**config.mk**
```make
export PLATFORM = sky130hd
export DESIGN_NAME = chu_vga_sprite_loader
export DESIGN_NICKNAME = d
export VERILOG_FILES = /design/src/rtl/chu_sprite_pkg.sv /design/src/rtl/sprite_bounce_axis.sv /design/src/rtl/chu_vga_sprite_loader.sv
export SDC_FILE = /design/constraint.sdc
export NUM_CORES = 1
export LEC_CHECK = 0
export BUFFER_PORTS_ARGS = -buffer_cell sky130_fd_sc_hd__buf_2
export CORE_ASPECT_RATIO = 0.9
export CORE_MARGIN = 2
export CORE_UTILIZATION = 50
export CTS_BUF_LIST = sky130_fd_sc_hd__clkbuf_8
export DETAILED_ROUTE_END_ITERATION = 12
export PLACE_DENSITY = 0.84
export REMOVE_ABC_BUFFERS = 1
export SETUP_SLACK_MARGIN = 0.15
export SLEW_MARGIN = 40
export SYNTH_ARGS = -nofsm -noshare
export SYNTH_HDL_FRONTEND = slang
export SYNTH_SLANG_ARGS = --single-unit
export TNS_END_PERCENT = 1
```
**constraint.sdc**
```tcl
create_clock -name clk -period 2.4 [get_ports clk]
set_input_delay 0.36 -clock clk [delete_from_list [all_inputs] [get_ports clk]]
set_output_delay 0.36 -clock clk [all_outputs]
set_load 0.01 [all_outputs]
```
**src/rtl/chu_sprite_pkg.sv**
```systemverilog
// Shared types and constants for the sprite loader: FSM states, slot register
// map and the per-axis bounce step.
package chu_sprite_pkg;

  typedef enum logic [2:0] {
    StIdle,
    StHide,
    StLoad,
    StShow,
    StRun,
    StWrX,
    StWrY
  } state_e;

  // Slot address bit that selects the register bank instead of sprite RAM.
  localparam int unsigned REG_SEL_BIT = 13;

  localparam logic [1:0] REG_BYPASS = 2'b00;
  localparam logic [1:0] REG_X0     = 2'b01;
  localparam logic [1:0] REG_Y0     = 2'b10;

  localparam logic [13:0] SLOT_REG_BASE = 14'(1 << REG_SEL_BIT);
  localparam logic [13:0] ADDR_BYPASS   = SLOT_REG_BASE | 14'(REG_BYPASS);
  localparam logic [13:0] ADDR_X0       = SLOT_REG_BASE | 14'(REG_X0);
  localparam logic [13:0] ADDR_Y0       = SLOT_REG_BASE | 14'(REG_Y0);

  // One axis of the bouncing origin; dir = 1 means increasing.
  typedef struct packed {
    logic        dir;
    logic [10:0] pos;
  } axis_t;

  // Advance one axis by one step, clamping at 0 / pos_max and reversing there.
  function automatic axis_t bounce_next(input axis_t cur, input logic [10:0] pos_max,
                                        input logic [10:0] step);
    axis_t nxt;
    nxt = cur;
    if (cur.dir) begin
      if (cur.pos >= pos_max - step) begin
        nxt.pos = pos_max;
        nxt.dir = 1'b0;
      end else begin
        nxt.pos = cur.pos + step;
      end
    end else begin
      if (cur.pos <= step) begin
        nxt.pos = '0;
        nxt.dir = 1'b1;
      end else begin
        nxt.pos = cur.pos - step;
      end
    end
    return nxt;
  endfunction

endpackage

```
**src/rtl/sprite_bounce_axis.sv**
```systemverilog
// One bouncing coordinate: position plus direction, stepped when adv is high.
module sprite_bounce_axis
  import chu_sprite_pkg::*;
#(
  parameter int unsigned MAX  = 608,
  parameter int unsigned INIT = 0,
  parameter int unsigned STEP = 1
) (
  input  logic        clk,
  input  logic        reset_n,
  input  logic        adv,
  output logic [10:0] pos,
  output logic        dir
);

  axis_t st_q, st_d;

  // Next position: one bounce step on adv, otherwise hold.
  always_comb begin
    st_d = st_q;
    if (adv) st_d = bounce_next(st_q, 11'(MAX), 11'(STEP));
  end

  // Position/direction register; always restarts moving upwards.
  always_ff @(posedge clk or negedge reset_n) begin
    if (!reset_n) begin
      st_q <= {1'b1, 11'(INIT)};
    end else begin
      st_q <= st_d;
    end
  end

  assign pos = st_q.pos;
  assign dir = st_q.dir;

endmodule

```
**src/rtl/chu_vga_sprite_loader.sv**
```systemverilog
// Sprite slot initiator: hides the sprite, copies pixels from a synchronous ROM
// into sprite RAM, un-hides it, then rewrites the bouncing origin every frame.
module chu_vga_sprite_loader
  import chu_sprite_pkg::*;
#(
  parameter int unsigned CD            = 12,
  parameter int unsigned ADDR_WIDTH    = 14,
  parameter int unsigned SPRITE_PIXELS = 4096,
  parameter int unsigned X_MAX         = 608,
  parameter int unsigned Y_MAX         = 448,
  parameter int unsigned X_INIT        = 0,
  parameter int unsigned Y_INIT        = 0,
  parameter int unsigned STEP          = 1
) (
  input  logic                  clk,
  input  logic                  reset_n,
  input  logic                  start,
  input  logic                  frame_tick,
  input  logic                  move_en,
  output logic [12:0]           src_addr,
  input  logic [CD-1:0]         src_data,
  output logic                  cs,
  output logic                  write,
  output logic [ADDR_WIDTH-1:0] addr,
  output logic [31:0]           wr_data,
  output logic                  busy,
  output logic                  load_done,
  output logic [10:0]           x0,
  output logic [10:0]           y0
);

  state_e                state_q, state_d;
  logic [13:0]           n_q, n_d;
  logic [12:0]           src_addr_q, src_addr_d;
  logic                  cs_q, cs_d;
  logic [ADDR_WIDTH-1:0] addr_q, addr_d;
  logic [31:0]           wr_data_q, wr_data_d;
  logic                  busy_q, busy_d;
  logic                  load_done_q, load_done_d;
  logic [10:0]           y_wr_q, y_wr_d;

  logic  x_dir, y_dir;
  logic  tick_acc;
  axis_t x_nxt, y_nxt;
  logic [10:0] x_wr;

  // A tick only counts in RUN, and a same-cycle start wins over it.
  assign tick_acc = (state_q == StRun) && !start && frame_tick;

  // Registered outputs need the post-tick position in the same edge the axis updates.
  always_comb begin
    x_nxt = bounce_next({x_dir, x0}, 11'(X_MAX), 11'(STEP));
    y_nxt = bounce_next({y_dir, y0}, 11'(Y_MAX), 11'(STEP));
    x_wr  = move_en ? x_nxt.pos : x0;
  end

  sprite_bounce_axis #(
    .MAX (X_MAX),
    .INIT(X_INIT),
    .STEP(STEP)
  ) u_axis_x (
    .clk    (clk),
    .reset_n(reset_n),
    .adv    (tick_acc && move_en),
    .pos    (x0),
    .dir    (x_dir)
  );

  sprite_bounce_axis #(
    .MAX (Y_MAX),
    .INIT(Y_INIT),
    .STEP(STEP)
  ) u_axis_y (
    .clk    (clk),
    .reset_n(reset_n),
    .adv    (tick_acc && move_en),
    .pos    (y0),
    .dir    (y_dir)
  );

  // Next state plus the slot/ROM outputs of the state being entered.
  always_comb begin
    state_d     = state_q;
    n_d         = n_q;
    src_addr_d  = src_addr_q;
    cs_d        = 1'b0;
    addr_d      = addr_q;
    wr_data_d   = wr_data_q;
    load_done_d = 1'b0;
    y_wr_d      = y_wr_q;
    unique case (state_q)
      StIdle, StRun: begin
        if (start) begin
          state_d    = StHide;
          cs_d       = 1'b1;
          addr_d     = ADDR_WIDTH'(ADDR_BYPASS);
          wr_data_d  = 32'd1;
          src_addr_d = '0;
          n_d        = '0;
        end else if (tick_acc) begin
          state_d   = StWrX;
          cs_d      = 1'b1;
          addr_d    = ADDR_WIDTH'(ADDR_X0);
          wr_data_d = 32'(x_wr);
          y_wr_d    = move_en ? y_nxt.pos : y0;
        end
      end
      StHide: begin
        // ROM address 0 was presented during HIDE, so its data lands in LOAD cycle 0.
        state_d    = StLoad;
        src_addr_d = src_addr_q + 13'd1;
      end
      StLoad: begin
        if (n_q < 14'(SPRITE_PIXELS)) begin
          cs_d       = 1'b1;
          addr_d     = ADDR_WIDTH'(n_q);
          wr_data_d  = 32'(src_data);
          n_d        = n_q + 14'd1;
          src_addr_d = src_addr_q + 13'd1;
        end else begin
          state_d   = StShow;
          cs_d      = 1'b1;
          addr_d    = ADDR_WIDTH'(ADDR_BYPASS);
          wr_data_d = 32'd0;
        end
      end
      StShow: begin
        state_d     = StRun;
        load_done_d = 1'b1;
      end
      StWrX: begin
        state_d   = StWrY;
        cs_d      = 1'b1;
        addr_d    = ADDR_WIDTH'(ADDR_Y0);
        wr_data_d = 32'(y_wr_q);
      end
      StWrY: begin
        state_d = StRun;
      end
      default: begin
        state_d = StIdle;
      end
    endcase
    busy_d = (state_d == StHide) || (state_d == StLoad) || (state_d == StShow);
  end

  // State and registered output flops.
  always_ff @(posedge clk or negedge reset_n) begin
    if (!reset_n) begin
      state_q     <= StIdle;
      n_q         <= '0;
      src_addr_q  <= '0;
      cs_q        <= 1'b0;
      addr_q      <= '0;
      wr_data_q   <= '0;
      busy_q      <= 1'b0;
      load_done_q <= 1'b0;
      y_wr_q      <= '0;
    end else begin
      state_q     <= state_d;
      n_q         <= n_d;
      src_addr_q  <= src_addr_d;
      cs_q        <= cs_d;
      addr_q      <= addr_d;
      wr_data_q   <= wr_data_d;
      busy_q      <= busy_d;
      load_done_q <= load_done_d;
      y_wr_q      <= y_wr_d;
    end
  end

  assign src_addr  = src_addr_q;
  assign cs        = cs_q;
  assign write     = cs_q;
  assign addr      = addr_q;
  assign wr_data   = wr_data_q;
  assign busy      = busy_q;
  assign load_done = load_done_q;

endmodule

```
==> metrics.log <==
INFO  metric crit_slowest_cell = sky130_fd_sc_hd__a41o_1
INFO  metric placementRows = 36
INFO  metric grt_antenna_before_repair = 0
INFO  metric timing.critical_path.from_type = register
INFO  metric tightestPinTransition = 0.539 ns
INFO  metric grt_first_pass_wirelength = 24.0 mm
INFO  metric worst_path_fanout_max = 10
INFO  metric fmax_achieved = 457 MHz
INFO  metric first_global_vias = 4854
INFO  metric p_leak = 3.01 nW
INFO  metric yosysSeqAreaShare = 42.1%
INFO  metric nFillCells = 954
INFO  metric via_per_inst = 5.91
INFO  metric port_buffers = 81
INFO  metric global_route.peak_usage_layer = met2
INFO  metric via_count = 5220
INFO  metric synth_cells = 638
INFO  metric timing.clock.skew = 0.00617 ns
INFO  metric setup_ws = 0.210 ns
INFO  metric grt_remaining_overflow = 0
INFO  metric worstPathCellList = buf_4, ha_1, o21bai_1, a41o_1, o22ai_1, or2_2, a31o_2
INFO  metric routed_wl = 14.8 mm
INFO  metric setup-tns-final = 0 ns
INFO  metric dieHeight = 104 um
INFO  metric top_level_ports = 102
INFO  metric netSwitchingFraction = 26.7%
INFO  metric overall_track_demand_over_capacity_in_global_routing = 24.9%
INFO  metric ys_seq_elements = 94
INFO  metric critPathRequiredTime = 2.67 ns
INFO  metric slew_headroom = 63.5%
INFO  metric clock_path_buffers = 2
INFO  metric layout.cells.most_common_list = sky130_fd_sc_hd__dfrtp_1 (91), sky130_fd_sc_hd__buf_2 (80), sky130_fd_sc_hd__nand2_1 (69), sky130_fd_sc_hd__nor2_1 (63)
INFO  metric floorplan.initialDensity = 51.5%
INFO  metric final-hold-violation-count = 0
INFO  metric wl_per_cell = 16.8 um
INFO  metric yosys_most_used_dff = sky130_fd_sc_hd__dfrtp_1
INFO  metric dp.final_hpwl = 10.9 mm
INFO  metric finalCoreUtilization = 59.5%
INFO  metric gr-usage-met3 = 6.35%
INFO  metric regArea = 2360 um2
INFO  metric clk_pin_slew = 0.09 ns
INFO  metric cts_tree = yes
INFO  metric globalRouteMet2Util = 39.7%
INFO  metric ant_nets = 0
INFO  metric groute.layer.met1.usage = 33.2%
INFO  metric post_route_drc = 0
INFO  metric most_common_cell_after_layout_fill_and_taps_aside = sky130_fd_sc_hd__dfrtp_1
INFO  metric synthesis.yosys.warnings = 0
INFO  metric globalplace.congestion = 0.914
INFO  metric run_status = finished clean
INFO  metric die_area = 12000 um2
INFO  metric ff2ff_path_depth = 7
INFO  metric pwr_density_cell = 473 nW/um2
INFO  metric hold_path.class = input port to register
INFO  metric p_clk_share = 35.5%
INFO  metric max_cap_violations = 0
INFO  metric synth_enable_flop_cells = 0
INFO  metric synth-async-reset-ratio = 100%
INFO  metric end_kind = register
INFO  metric synth_cell_types = 75
INFO  metric critPathKind = register to register
INFO  metric insertedDiodeCount = 0
INFO  metric report.final.setup_viol = 0
INFO  metric tritoncts.num_buffers = 9
INFO  metric finalMaxSlewViolations = 0
INFO  metric fp.dieW = 115 um
INFO  metric syn_area_cell = 8.77 um2
INFO  metric insertion_delay = 0.37 ns
INFO  metric arrival_time_at_the_worst_endpoint = 2.46 ns
INFO  metric post_route_cells_drive_above_1_share = 24.1%
INFO  metric cts_root_buffer = sky130_fd_sc_hd__clkbuf_8
INFO  metric grt_max_degree = 47
INFO  metric power_switching = 0.816 mW
INFO  metric drtPass1Iterations = 5
INFO  metric nets = 751
INFO  metric synth.cell_area = 5590 um2
INFO  metric htree_num_levels = 3
INFO  metric core_region_area = 10900 um2
INFO  metric vdd.ir_drop.worst = 0.326 mV
INFO  metric dr.first_iter.drc_count = 503
INFO  metric post-route-period-util = 91.3%
INFO  metric numClockSinks = 94
INFO  metric worst_path_largest_cell_delay = 0.45 ns
INFO  metric hold-path-cell-count = 3
INFO  metric footprint_of_the_multi_input_gates = 2900 um2
INFO  metric dp_slack = 0.119 ns
INFO  metric synthToLayoutAreaGrowth = 15.5%
INFO  metric cell_internal_pwr = 2.24 mW
INFO  metric combPwrFrac = 8.5%
INFO  metric timing.final.crit_period = 2.19 ns
INFO  metric unrepaired_setup_endpoints_after_global_routing = yes
INFO  metric sequentialPowerShare = 56.0%
==> layer usage <==
layer	wire length, um	vias up
met2	7020	220
li1	-	2457
met4	236	0
met1	6340	2521
met3	1220	22
met5	0	-
==> sequential cells by signal (all words and copies together), names as in the netlist <==
name          flops
u_axis_x.pos     11
busy              1
addr             14
u_axis_y.pos     11
u_axis_y.dir      1
load_done         1
state_q           3
y_wr_q           11
n_q              14
src_addr         13
u_axis_x.dir      1
cs                1
wr_data          12
==> cell usage after synthesis, types with 9 or more instances <==
cell / instances / area, um2
sky130_fd_sc_hd__a21oi_1: 39 / 195
sky130_fd_sc_hd__a22o_1: 13 / 114
sky130_fd_sc_hd__a31oi_1: 11 / 68.8
sky130_fd_sc_hd__and3_1: 11 / 68.8
sky130_fd_sc_hd__buf_2: 21 / 105
sky130_fd_sc_hd__buf_4: 23 / 173
sky130_fd_sc_hd__clkbuf_1: 21 / 78.8
sky130_fd_sc_hd__dfrtp_1: 92 / 2300
sky130_fd_sc_hd__inv_1: 15 / 56.3
sky130_fd_sc_hd__nand2_1: 69 / 259
sky130_fd_sc_hd__nand3_1: 23 / 115
sky130_fd_sc_hd__nor2_1: 63 / 236
sky130_fd_sc_hd__nor3_1: 13 / 65.1
sky130_fd_sc_hd__o21ai_0: 43 / 215
sky130_fd_sc_hd__o22ai_1: 9 / 56.3
sky130_fd_sc_hd__o31ai_1: 12 / 90.1
sky130_fd_sc_hd__xnor2_1: 9 / 78.8
sky130_fd_sc_hd__xor2_1: 12 / 105
==> path summary, 6_finish.rpt <==
path,startpoint,end,slack (ns)
max reg2reg,u_axis_x.pos[0]$_DFFE_PN0P_,wr_data[2]$_DFFE_PN0P_,0.21
min in group asynchronous,reset_n,n_q[12]$_DFFE_PN0P_,0.46
min reg2reg,addr[0]$_DFFE_PN0P_,addr[0]$_DFFE_PN0P_,0.49
max,u_axis_x.pos[0]$_DFFE_PN0P_,wr_data[2]$_DFFE_PN0P_,0.21
max in group asynchronous,reset_n,u_axis_x.dir$_DFFE_PN1P_,1.31
min,src_data[8],wr_data[8]$_DFFE_PN0P_,0.17
==> timing repair <==
| action | in CTS | in global routing |
|---|---|---|
| endpoints found under the hold margin | 29 | 0 |
| hold buffers | 1 | 0 |
| setup buffers | 0 | 3 |
| resized for setup | 1 | 5 |
| setup endpoints to repair | 4 | 21 |
| pin swaps | 0 | 1 |
==> worst max-delay path: cells and delay by family, from the launching register on <==
kind                       cells  cell delay (ns)
AOI/OAI and AO/OA              4             1.03
buffers and inverters          1             0.18
and+or+nand+nor                1             0.31
adders and majority gates      1             0.15
DFF                            1             0.43
==> per-stage QoR <==
step	hold slack, ns	instances	instance area [um2]	total power, mW
2_1_floorplan	0.0644	590	5290	1.85
3_3_place_gp	0.310	863	6210	1.99
3_5_place_dp	0.318	863	6210	2.00
4_1_cts	0.166	880	6430	3.08
5_1_grt	0.182	883	6460	3.21
6_report	0.173	883	6460	3.06
==> power groups by stage <==
stage / registers, mW / clock network, mW / logic (mW)
after global routing: 1.72 / 1.19 / 0.295
after global placement: 1.73 / 0 / 0.254
final: 1.71 / 1.08 / 0.261
after detailed placement: 1.74 / 0 / 0.262
after floorplan: 1.76 / 0 / 0.0932
after CTS: 1.71 / 1.11 / 0.264
==> area by class of cell <==
type	count	area share (%)
Timing Repair Buffer	125	11.7
Clock buffer	9	1.92
Sequential cell	94	36.5
Tap cell	152	2.94
Inverter	15	0.871
Multi-Input combinational cell	481	44.9
Clock inverter	7	1.24
==> cells by family (layout without fill, tap and decap cells) <==
| kind of cell | count (synthesis) | count (layout) | synth area share, % |
|---|---|---|---|
| adders and majority gates | 8 | 8 | 1.79 |
| DFF | 94 | 94 | 42.1 |
| and+or+nand+nor | 235 | 235 | 21.0 |
| xor gates and xnor gates | 21 | 21 | 3.29 |
| buffers and inverters | 82 | 156 | 7.67 |
| AOI/OAI and AO/OA | 197 | 197 | 24.1 |
| other | 1 | 20 | 0.0670 |
No activity file was read; power rests on OpenSTA's default activity.
